$ cat src/rtl/unified_mem_arbiter.sv
// Two-requester (fetch / data) arbiter for one single-port unified memory with fixed wait states.
// Define ARB_ROUND_ROBIN_EN to alternate grants under contention; the default build gives DM fixed priority.
module unified_mem_arbiter #(
  parameter int ADDR_W  = 32,
  parameter int DATA_W  = 32,
  parameter int MEM_LAT = 2
) (
  input  logic                clk,
  input  logic                rst,
  input  logic                if_req,
  input  logic [ADDR_W-1:0]   if_addr,
  output logic [DATA_W-1:0]   if_rdata,
  output logic                if_ack,
  input  logic                dm_req,
  input  logic                dm_we,
  input  logic [ADDR_W-1:0]   dm_addr,
  input  logic [DATA_W-1:0]   dm_wdata,
  input  logic [DATA_W/8-1:0] dm_be,
  output logic [DATA_W-1:0]   dm_rdata,
  output logic                dm_ack,
  output logic                mem_en,
  output logic                mem_we,
  output logic [ADDR_W-1:0]   mem_addr,
  output logic [DATA_W-1:0]   mem_wdata,
  output logic [DATA_W/8-1:0] mem_be,
  input  logic [DATA_W-1:0]   mem_rdata,
  output logic                busy
);

  localparam int BE_W = DATA_W / 8;
  localparam logic [3:0] CNT_LOAD = 4'(MEM_LAT - 1);

  typedef enum logic [1:0] {
    S_IDLE   = 2'd0,
    S_ACCESS = 2'd1,
    S_DONE   = 2'd2
  } state_t;

  state_t              r_state;
  state_t              w_state_nxt;
  logic [3:0]          r_cnt;
  logic                r_gnt_dm;
  logic                r_we;
  logic [ADDR_W-1:0]   r_addr;
  logic [DATA_W-1:0]   r_wdata;
  logic [BE_W-1:0]     r_be;
  logic [DATA_W-1:0]   r_if_rdata;
  logic [DATA_W-1:0]   r_dm_rdata;
  logic                w_grant_dm;
  logic                w_any_req;
  logic                w_last_beat;

  assign w_any_req   = if_req | dm_req;
  assign w_last_beat = (r_state == S_ACCESS) && (r_cnt == 4'd0);

`ifdef ARB_ROUND_ROBIN_EN
  // r_last_dm = 1 when DM held the most recent grant; under contention the other side wins.
  logic r_last_dm;

  assign w_grant_dm = dm_req & (~if_req | ~r_last_dm);

  always_ff @(posedge clk) begin
    if (rst) begin
      r_last_dm <= 1'b0;
    end else if (r_state == S_IDLE && w_any_req) begin
      r_last_dm <= w_grant_dm;
    end
  end
`else
  assign w_grant_dm = dm_req;
`endif

  always_ff @(posedge clk) begin
    if (rst) begin
      r_state <= S_IDLE;
    end else begin
      r_state <= w_state_nxt;
    end
  end

  always_comb begin
    w_state_nxt = r_state;
    mem_en      = 1'b0;
    mem_we      = 1'b0;
    mem_be      = '0;
    if_ack      = 1'b0;
    dm_ack      = 1'b0;
    busy        = 1'b1;
    case (r_state)
      S_IDLE: begin
        busy = 1'b0;
        if (w_any_req) begin
          w_state_nxt = S_ACCESS;
        end
      end
      S_ACCESS: begin
        mem_en = 1'b1;
        mem_we = r_gnt_dm & r_we;
        mem_be = r_be;
        if (r_cnt == 4'd0) begin
          w_state_nxt = S_DONE;
        end
      end
      S_DONE: begin
        if_ack      = ~r_gnt_dm;
        dm_ack      = r_gnt_dm;
        w_state_nxt = S_IDLE;
      end
      default: begin
        w_state_nxt = S_IDLE;
      end
    endcase
  end

  // Request latch and wait-state counter; addr/wdata stay put between accesses so the bus holds its last value.
  always_ff @(posedge clk) begin
    if (rst) begin
      r_cnt    <= 4'd0;
      r_gnt_dm <= 1'b0;
      r_we     <= 1'b0;
      r_addr   <= '0;
      r_wdata  <= '0;
      r_be     <= '0;
    end else if (r_state == S_IDLE && w_any_req) begin
      r_cnt    <= CNT_LOAD;
      r_gnt_dm <= w_grant_dm;
      if (w_grant_dm) begin
        r_we    <= dm_we;
        r_addr  <= dm_addr;
        r_wdata <= dm_wdata;
        r_be    <= dm_be;
      end else begin
        r_we    <= 1'b0;
        r_addr  <= if_addr;
        r_be    <= '1;
      end
    end else if (r_state == S_ACCESS && r_cnt != 4'd0) begin
      r_cnt <= r_cnt - 4'd1;
    end
  end

  // Read data is captured on the final wait-state cycle; DM writes leave dm_rdata alone.
  always_ff @(posedge clk) begin
    if (rst) begin
      r_if_rdata <= '0;
      r_dm_rdata <= '0;
    end else if (w_last_beat) begin
      if (!r_gnt_dm) begin
        r_if_rdata <= mem_rdata;
      end else if (!r_we) begin
        r_dm_rdata <= mem_rdata;
      end
    end
  end

  assign mem_addr  = r_addr;
  assign mem_wdata = r_wdata;
  assign if_rdata  = r_if_rdata;
  assign dm_rdata  = r_dm_rdata;

endmodule
$ cat config.mk
export PLATFORM = sky130hd
export DESIGN_NAME = unified_mem_arbiter
export DESIGN_NICKNAME = d
export VERILOG_FILES = /design/src/rtl/unified_mem_arbiter.sv
export SDC_FILE = /design/constraint.sdc
export NUM_CORES = 1
export LEC_CHECK = 0
export CAP_MARGIN = 20
export CORE_MARGIN = 2
export CORE_UTILIZATION = 44
export DETAILED_ROUTE_END_ITERATION = 7
export GPL_TIMING_DRIVEN = 0
export PLACE_DENSITY = 0.85
export SETUP_SLACK_MARGIN = 0.1
export SYNTH_ARGS = -nofsm -noshare
export SYNTH_HDL_FRONTEND = slang
export SYNTH_SLANG_ARGS = --single-unit
$ cat constraint.sdc
create_clock -name clk -period 3.5 [get_ports clk]
set_input_delay 0.7 -clock clk [delete_from_list [all_inputs] [get_ports clk]]
set_output_delay 0.7 -clock clk [all_outputs]
set_load 0.01 [all_outputs]
# After elaboration in Yosys (flattened, before gate mapping)

Index checks and enable logic that the tools add are counted.

Output and inout bits: 137
Bits in registers: 140

Reductions and logical operators: 12
Add/subtract/negate cells: 1
Eq/ne operators: 4
Muxes and demuxes: 14
Bitwise operators: 4

Operators by type and width:

| operator                                         | count |
|---|---|
| 2-to-1 mux 32 bit                                | 1 |
| 2-to-1 mux 1 bit                                 | 8 |
| 2-to-1 mux 4 bit                                 | 2 |
| AND reduction 2 bit                              | 3 |
| zero test 4 bit                                  | 1 |
| 2-to-1 mux 2 bit                                 | 2 |
| one-hot mux 2 bit (2 select lines)               | 1 |
| nonzero test 4 bit                               | 1 |
| subtractor 4 x 1 -> 4 bit, second input constant | 1 |
| logical AND 1 bit                                | 3 |
| AND reduction 3 bit                              | 1 |
| == test 2 x 1 -> 1 bit, second input constant    | 1 |
| == test 2 bit, second input constant             | 1 |
| zero test 2 bit                                  | 1 |
| != test 2 x 1 -> 1 bit, second input constant    | 1 |
| != test 2 bit, second input constant             | 1 |
| inverter 1 bit                                   | 2 |
| nonzero test 2 bit                               | 1 |
| OR reduction 2 bit                               | 1 |
| AND 1 bit                                        | 1 |
| OR 1 bit                                         | 1 |

# Depth between registers and ports, before layout

Depth in word-level cells: 4
Gate-level depth with buffers: 7
Depth with buffers taken out: 5

# Worst setup path before layout

Ideal clock, no wire load.

Path kind: in2reg
From: in dm_req
To: reg r_wdata[18], in the netlist mem_wdata[18]
Arrival: 1,776 ps
Buffers on the path: 3
Slack: 1,592 ps
Required time: 3,368 ps
Setup time: 132 ps
Stages: 6
Cell sequence: buf_2 > or3b_2 > buf_2 > buf_1 > nand2_1 > a21oi_1

Cells in the longest elaborated chain, start to end: 3

RTL lines:

| item                            | RTL line | RTL |
|---|---|---|
| from (decl)                     | 14       | `input logic dm_req,` |
| OR 1 bit                        | 53       | `assign w_any_req = if_req \| dm_req;` |
| logical AND 1 bit               | 124      | `end else if (r_state == S_IDLE && w_any_req) begin` |
| AND reduction 2 bit (no line) * | n/a      |  |
| to (signal assigned)            | 130      | `r_wdata <= dm_wdata;` |
| to (decl)                       | 45       | `logic [DATA_W-1:0] r_wdata;` |

Every way passes the cells marked *; elsewhere a longest branch is shown, timed or not.
A chain may end at the register's enable or synchronous reset.

# Final worst setup path

From: reg r_state[1]
To: out mem_be[1]

Cells in the longest elaborated chain, start to end: 2

RTL lines:

| item                   | RTL line | RTL |
|---|---|---|
| from (decl)            | 39       | `state_t r_state;` |
| from (signal assigned) | 77       | `r_state <= w_state_nxt;` |
| == test 2 x 1 -> 1 bit | 89       | `case (r_state)` |
| 2-to-1 mux 4 bit       | 89       |  |
| to (decl)              | 25       | `output logic [DATA_W/8-1:0] mem_be,` |

Every way passes these cells.

==> impl_metrics.py <==
metrics = {
    "worst_setup_path": {
        "critPathLaunchType": "flop",
        "ff2ff_path_depth": 7,
        "crit_arrival_ns": 2.30,
        "path_cells": "nand2b_1, buf_2, inv_2, clkbuf_1, and2_1, clkdlybuf4s50_1",
        "cp_slowest_stage_delay_ns": 0.61,
        "path_max_fanout": 10,
        "crit_path_end_kind": "output port",
        "rrSetupSlack_ns": 1.52,
        "worst-endpoint-required_ns": 2.80,
        "reg2reg_from": "r_cnt[0]",
        "worstSetupPathType": "reg2out",
        "worst_r2r_endpoint": "if_rdata[18]",
        "cp_slowest_cell": "clkdlybuf4s50_1",
    },
    "synthesis": {
        "synth.avg_cell_area_um2": 9.59,
        "yosysSeqAreaShare": 0.487,
        "yosys.area.top_type": "dfxtp_1",
        "synthArstFlopShare": 0,
        "synth_nets": 738,
        "synth_area_um2": 5750,
        "synth_seq_cells": 140,
        "synth-main-ff-cell": "dfxtp_1",
        "synth_area_leaders": "dfxtp_1 (49%), mux2i_1 (17%), nand2b_1 (11%)",
        "ys.warnings.count": 0,
        "netlist_instances": 600,
        "synth_most_common_cell": "dfxtp_1",
        "synth_top_cell_area_share": 0.487,
        "synth-edff-count": 0,
        "yosys-top-cells-count": "dfxtp_1 (140), nand2b_1 (97), mux2i_1 (96)",
        "synth_cell_types": 33,
    },
    "cts": {
        "cts_tree": "yes",
        "cts_hold_buf": 0,
        "cts.path.max_buffers": 2,
        "cts_resized": 0,
        "clk_latency_ns": 0.42,
        "h-tree-depth": 4,
        "cts_sinks": 140,
        "clkSlewWorstSetupHoldPaths_ns": 0.05,
        "postCtsSetupRepairBufs": 0,
        "cts_buffers": 17,
        "ctsRootBufferMaster": "clkbuf_16",
    },
    "power": {
        "power_density_nw_per_um2": 526,
        "leakagePower_nw": 3.72,
        "ir_worst_vdd_v": 0.000411,
        "power.total_mw": 4.95,
    },
    "timing": {
        "finalClockSkew_ns": 0.00755,
        "worst_slack_ns": 0.498,
        "tns_ns": 0,
        "tightestPinTransition_ns": 0.559,
        "final_hold_viol_count": 0,
        "min_period_over_period": 0.858,
        "min_period_ns": 3.00,
        "max_freq_mhz": 333,
        "whs_ns": 0.459,
        "rsz0062_at_grt": "false",
        "slew_violations": 0,
        "slew_headroom": 0.627,
        "setup_viol": 0,
    },
    "global_routing": {
        "grt_pass1_wl_mm": 29.1,
        "antenna_found_initial": 0,
        "first_global_vias": 5694,
        "track_usage": 0.263,
        "overflow": 0,
        "grt_max_degree": 17,
    },
    "floorplan": {
        "initial_core_util": 0.454,
        "io_pins": 274,
        "die-area_um2": 14000,
        "rows": 41,
        "die_h_um": 118,
        "die_x_um": 118,
        "core_area_um2": 12700,
    },
    "drt": {
        "detail-route-antenna-nets": 0,
        "routedWlPerCell_um": 17.2,
        "drt_iter0_drc": 278,
        "via_count": 5470,
        "wl_mm": 18.5,
        "vias_per_cell": 5.09,
        "firstDrtPassIters": 5,
        "drc_errors": 0,
    },
    "hold_path": {
        "min_from": "mem_wdata[30]",
        "min_path_type": "reg2reg",
        "hold-path-endpoint": "mem_wdata[30]",
        "min_path_cells": 2,
    },
    "outcome": {
        "status": "completed",
    },
    "finish": {
        "diodes": 0,
        "drive_gt1_frac": 0.0598,
        "nets": 1028,
        "syn2layout_area_growth_pct": 63.6,
        "final_core_util": 0.742,
    },
    "job": {
        "drv_cap": 0,
    },
    "placed_design": {
        "place_congestion": 0.835,
        "hpwl_mm": 13.6,
        "pre_cts_ws_ns": 0.975,
        "io_buffer_count": 271,
    },
}
[stage by stage]
stage	cells	instance area [µm²]
after CTS	1075	9410
final	1075	9410
after global placement	1043	8680
after floorplan	600	5750
after detailed placement	1043	8680
after global routing	1075	9410
[worst max-delay path, delay by kind of cell, from the launching register on]
family / cells / cell delay, ns
simple gates: 2 / 0.35
buf+inv: 4 / 1.18
flops: 1 / 0.36
[metal layers]
metal / up-vias / wire length (µm) / part of all wire / global-route usage
met5: - / 0 / 0 / 0
met4: 0 / 494 / 0.027 / 0.103
met3: 35 / 1450 / 0.078 / 0.0903
met2: 220 / 9560 / 0.52 / 0.479
met1: 2577 / 6970 / 0.38 / 0.275
li1: 2638 / - / - / -
[where the power goes]
| part | switching (mW) | internal, mW |
|---|---|---|
| Combinational | 0.429 | 0.519 |
| Sequential | 0.0787 | 1.73 |
| Clock | 0.694 | 1.50 |
[flip-flops by register name, summed over array words and instances (netlist names)]
signal / cells
dm_rdata: 32
if_rdata: 32
mem_addr: 32
mem_wdata: 32
r_be: 4
r_cnt: 4
r_gnt_dm: 1
r_state: 2
r_we: 1
[placed cells by master (no fill, tap or decap), types with 5 or more instances in the layout]
cell	count
a211oi_1	32
dfxtp_1	140
buf_1	9
clkdlybuf4s50_1	271
nand2b_1	97
mux2i_1	96
clkbuf_16	17
buf_2	11
nand2_1	67
nor3_1	5
clkbuf_1	24
bufinv_16	8
nor2_1	7
o21ai_0	5
a21oi_1	74
[worst max path at each step]
| stage | startpoint | end | slack, ns | cells after the start |
|---|---|---|---|---|
| 2_1_floorplan | dm_req | mem_wdata[18] | 1.59 | 6 |
| 3_3_place_gp | r_state[1] | mem_be[2] | 1.01 | 6 |
| 3_5_place_dp | rst | r_be[2] | 0.97 | 5 |
| 4_1_cts | r_state[1] | mem_be[1] | 0.49 | 6 |
| 5_1_grt | r_state[1] | mem_be[1] | 0.40 | 6 |
| 6_report | r_state[1] | mem_be[1] | 0.50 | 6 |
[logic make-up (layout without fill, tap and decap cells)]
group / after synthesis / in the layout / share of synthesized area
buffers and inverters: 55 / 358 / 0.0461
AOI/OAI and AO/OA: 114 / 114 / 0.114
muxes: 96 / 96 / 0.167
adders and majority gates: 1 / 1 / 0.00217
DFF: 140 / 140 / 0.487
and+or+nand+nor: 194 / 194 / 0.183
[cell type report]
type                       count  area, µm²
fill                         861       3260
multi-input combinational    405       2680
clock inverter                14        289
tap                          172        215
clock buffer                  18        439
sequential                   140       2800
inverter                       5       18.8
timing repair buffer         271       2710
buffer                        50        246
Note: power is estimated with default switching activity, not from simulation.
==> RTL change (same settings) <==
Add a define of `ARB_ROUND_ROBIN_EN`.
--- a/src/rtl/unified_mem_arbiter.sv
+++ b/src/rtl/unified_mem_arbiter.sv
@@ -1,4 +1,6 @@
 // Two-requester (fetch / data) arbiter for one single-port unified memory with fixed wait states.
 // Define ARB_ROUND_ROBIN_EN to alternate grants under contention; the default build gives DM fixed priority.
+`define ARB_ROUND_ROBIN_EN
+
 module unified_mem_arbiter #(
   parameter int ADDR_W  = 32,
Check against the original RTL: not equivalent (Yosys sat finds a counterexample within 10 cycles, from zero or initial values and one cycle with rst high).
==> RTL change against the unedited design <==
  * Setup slack better by 190 ps
  * Sequential cell count unchanged
  * Wire length down 0.19%
  * Synthesized area down 3.5%
  * Combinational power about the same
  * Final area down 3.3%
  * Power down 7.9%
  * Largest power group unchanged
==> RTL change: results (changes against the unedited design) <==
status: complete, no violations (unchanged)
Arrival @ worst endpoint: 2110 ps (was 2300 ps)
port bufs: 272 (was 271)
M1 GR Usage: 0.287 (was 0.275)
via count of the first global-routing pass: 5,474 (was 5,694)
H-tree Lvls: 4 (unchanged)
GPL Wtd Cong: 0.843 (was 0.835)
met3 usage: 0.0944 (was 0.0903)
sw frac: 0.261 (was 0.243)
register area share after synthesis: 0.505 (was 0.487)
Iteration-0 DRC Markers: 332 (was 278)
vias per cell: 5.19 (was 5.09)
met2 wire length: 9350 um (was 9560 um)
dpl hpwl: 13,900 um (was 13,600 um)
Layout Skew: 6.34 ps (was 7.55 ps)
Synth cell types: 34 (was 33)
GR Util All Layers: 0.265 (was 0.263)
Static Leak: 3.53 nW (was 3.72 nW)
first-pass GRT wire length: 27,700 um (was 29,100 um)
top post-synthesis cells by count: nand2_1, dfxtp_1, a21oi_1 (was dfxtp_1, nand2b_1, mux2i_1)
layout cells sized above 1: 0.0501 (was 0.0598)
syn nets: 772 (was 738)
met3 WL: 1700 um (was 1450 um)
yosys warns: 0 (unchanged)
NumNets Final: 1,063 (was 1,028)
crit path max fanout: 10 (unchanged)
synthesized area per cell: 8.76 sq um (was 9.59 sq um)
Fill cells: 958 (was 861)
VDD IR-drop max: 0.000311 V (was 0.000411 V)
Setup WS pre-CTS: 713 ps (was 975 ps)
Synth area leaders: dfxtp_1, mux2i_1, nand2_1, a21oi_1, a311oi_1 (was dfxtp_1, mux2i_1, nand2b_1, a21oi_1, nand2_1)
drt wl/cell: 16.6 um (was 17.2 um)
Slew HR: 0.609 (was 0.627)
DRT Wirelength: 18,400 um (was 18,500 um)
top_reg_cell synth: dfxtp_1 (unchanged)
area post-placement: 8490 sq um (was 8680 sq um)
## RTL change: cell types whose count changed after synthesis, sizes merged, moves of 7 or more
cell    unedited run  this run
a211oi            32         2
a21oi             74        67
a311oi             1        32
buf               26        15
clkbuf            24        43
mux2i             96        65
nand2             67       163
nand2b            97         2
nand3              1        33
o21ai              5        36
## RTL change: power groups by stage
stage | clock [mW] | combinational (mW) | sequential (mW)
final | 1.82 | 0.945 | 1.79
after global routing | 1.91 | 1.02 | 1.81
after CTS | 1.84 | 0.947 | 1.79
after detailed placement | 0 | 0.940 | 1.83
after global placement | 0 | 0.932 | 1.82
after floorplan | 0 | 0.369 | 1.87
## RTL change: area by class of cell
| class | count | area (sq um) | area share |
|---|---|---|---|
| flip-flops and latches | 140 | 2800 | 0.308 |
| inverters | 7 | 26.3 | 0.00289 |
| plain buffers | 58 | 249 | 0.0274 |
| repair buffers | 272 | 2720 | 0.299 |
| clock inverters | 11 | 143 | 0.0157 |
| multi-input cells | 429 | 2470 | 0.272 |
| clock buffers | 21 | 460 | 0.0506 |
| well taps | 172 | 215 | 0.0237 |
## RTL change: worst paths after layout
| path | from | endpoint | slack, ps | cells after the start |
|---|---|---|---|---|
| worst max-delay path | r_state[0] | busy | 690 | 4 |
| worst min-delay path | dm_rdata[21] | dm_rdata[21] | 460 | 2 |
| worst min register to register | dm_rdata[21] | dm_rdata[21] | 460 | 2 |
| worst max register to register | r_state[0] | mem_addr[25] | 1180 | 6 |
## RTL change: cells by family (layout without fill, tap and decap cells)
group | after synthesis | in the layout | share of synthesized area
buf+inv | 65 | 369 | 0.0496
compound gates | 146 | 146 | 0.162
flops | 140 | 140 | 0.505
simple gates | 217 | 217 | 0.164
mux | 65 | 65 | 0.117
fa+ha+maj | 1 | 1 | 0.00225
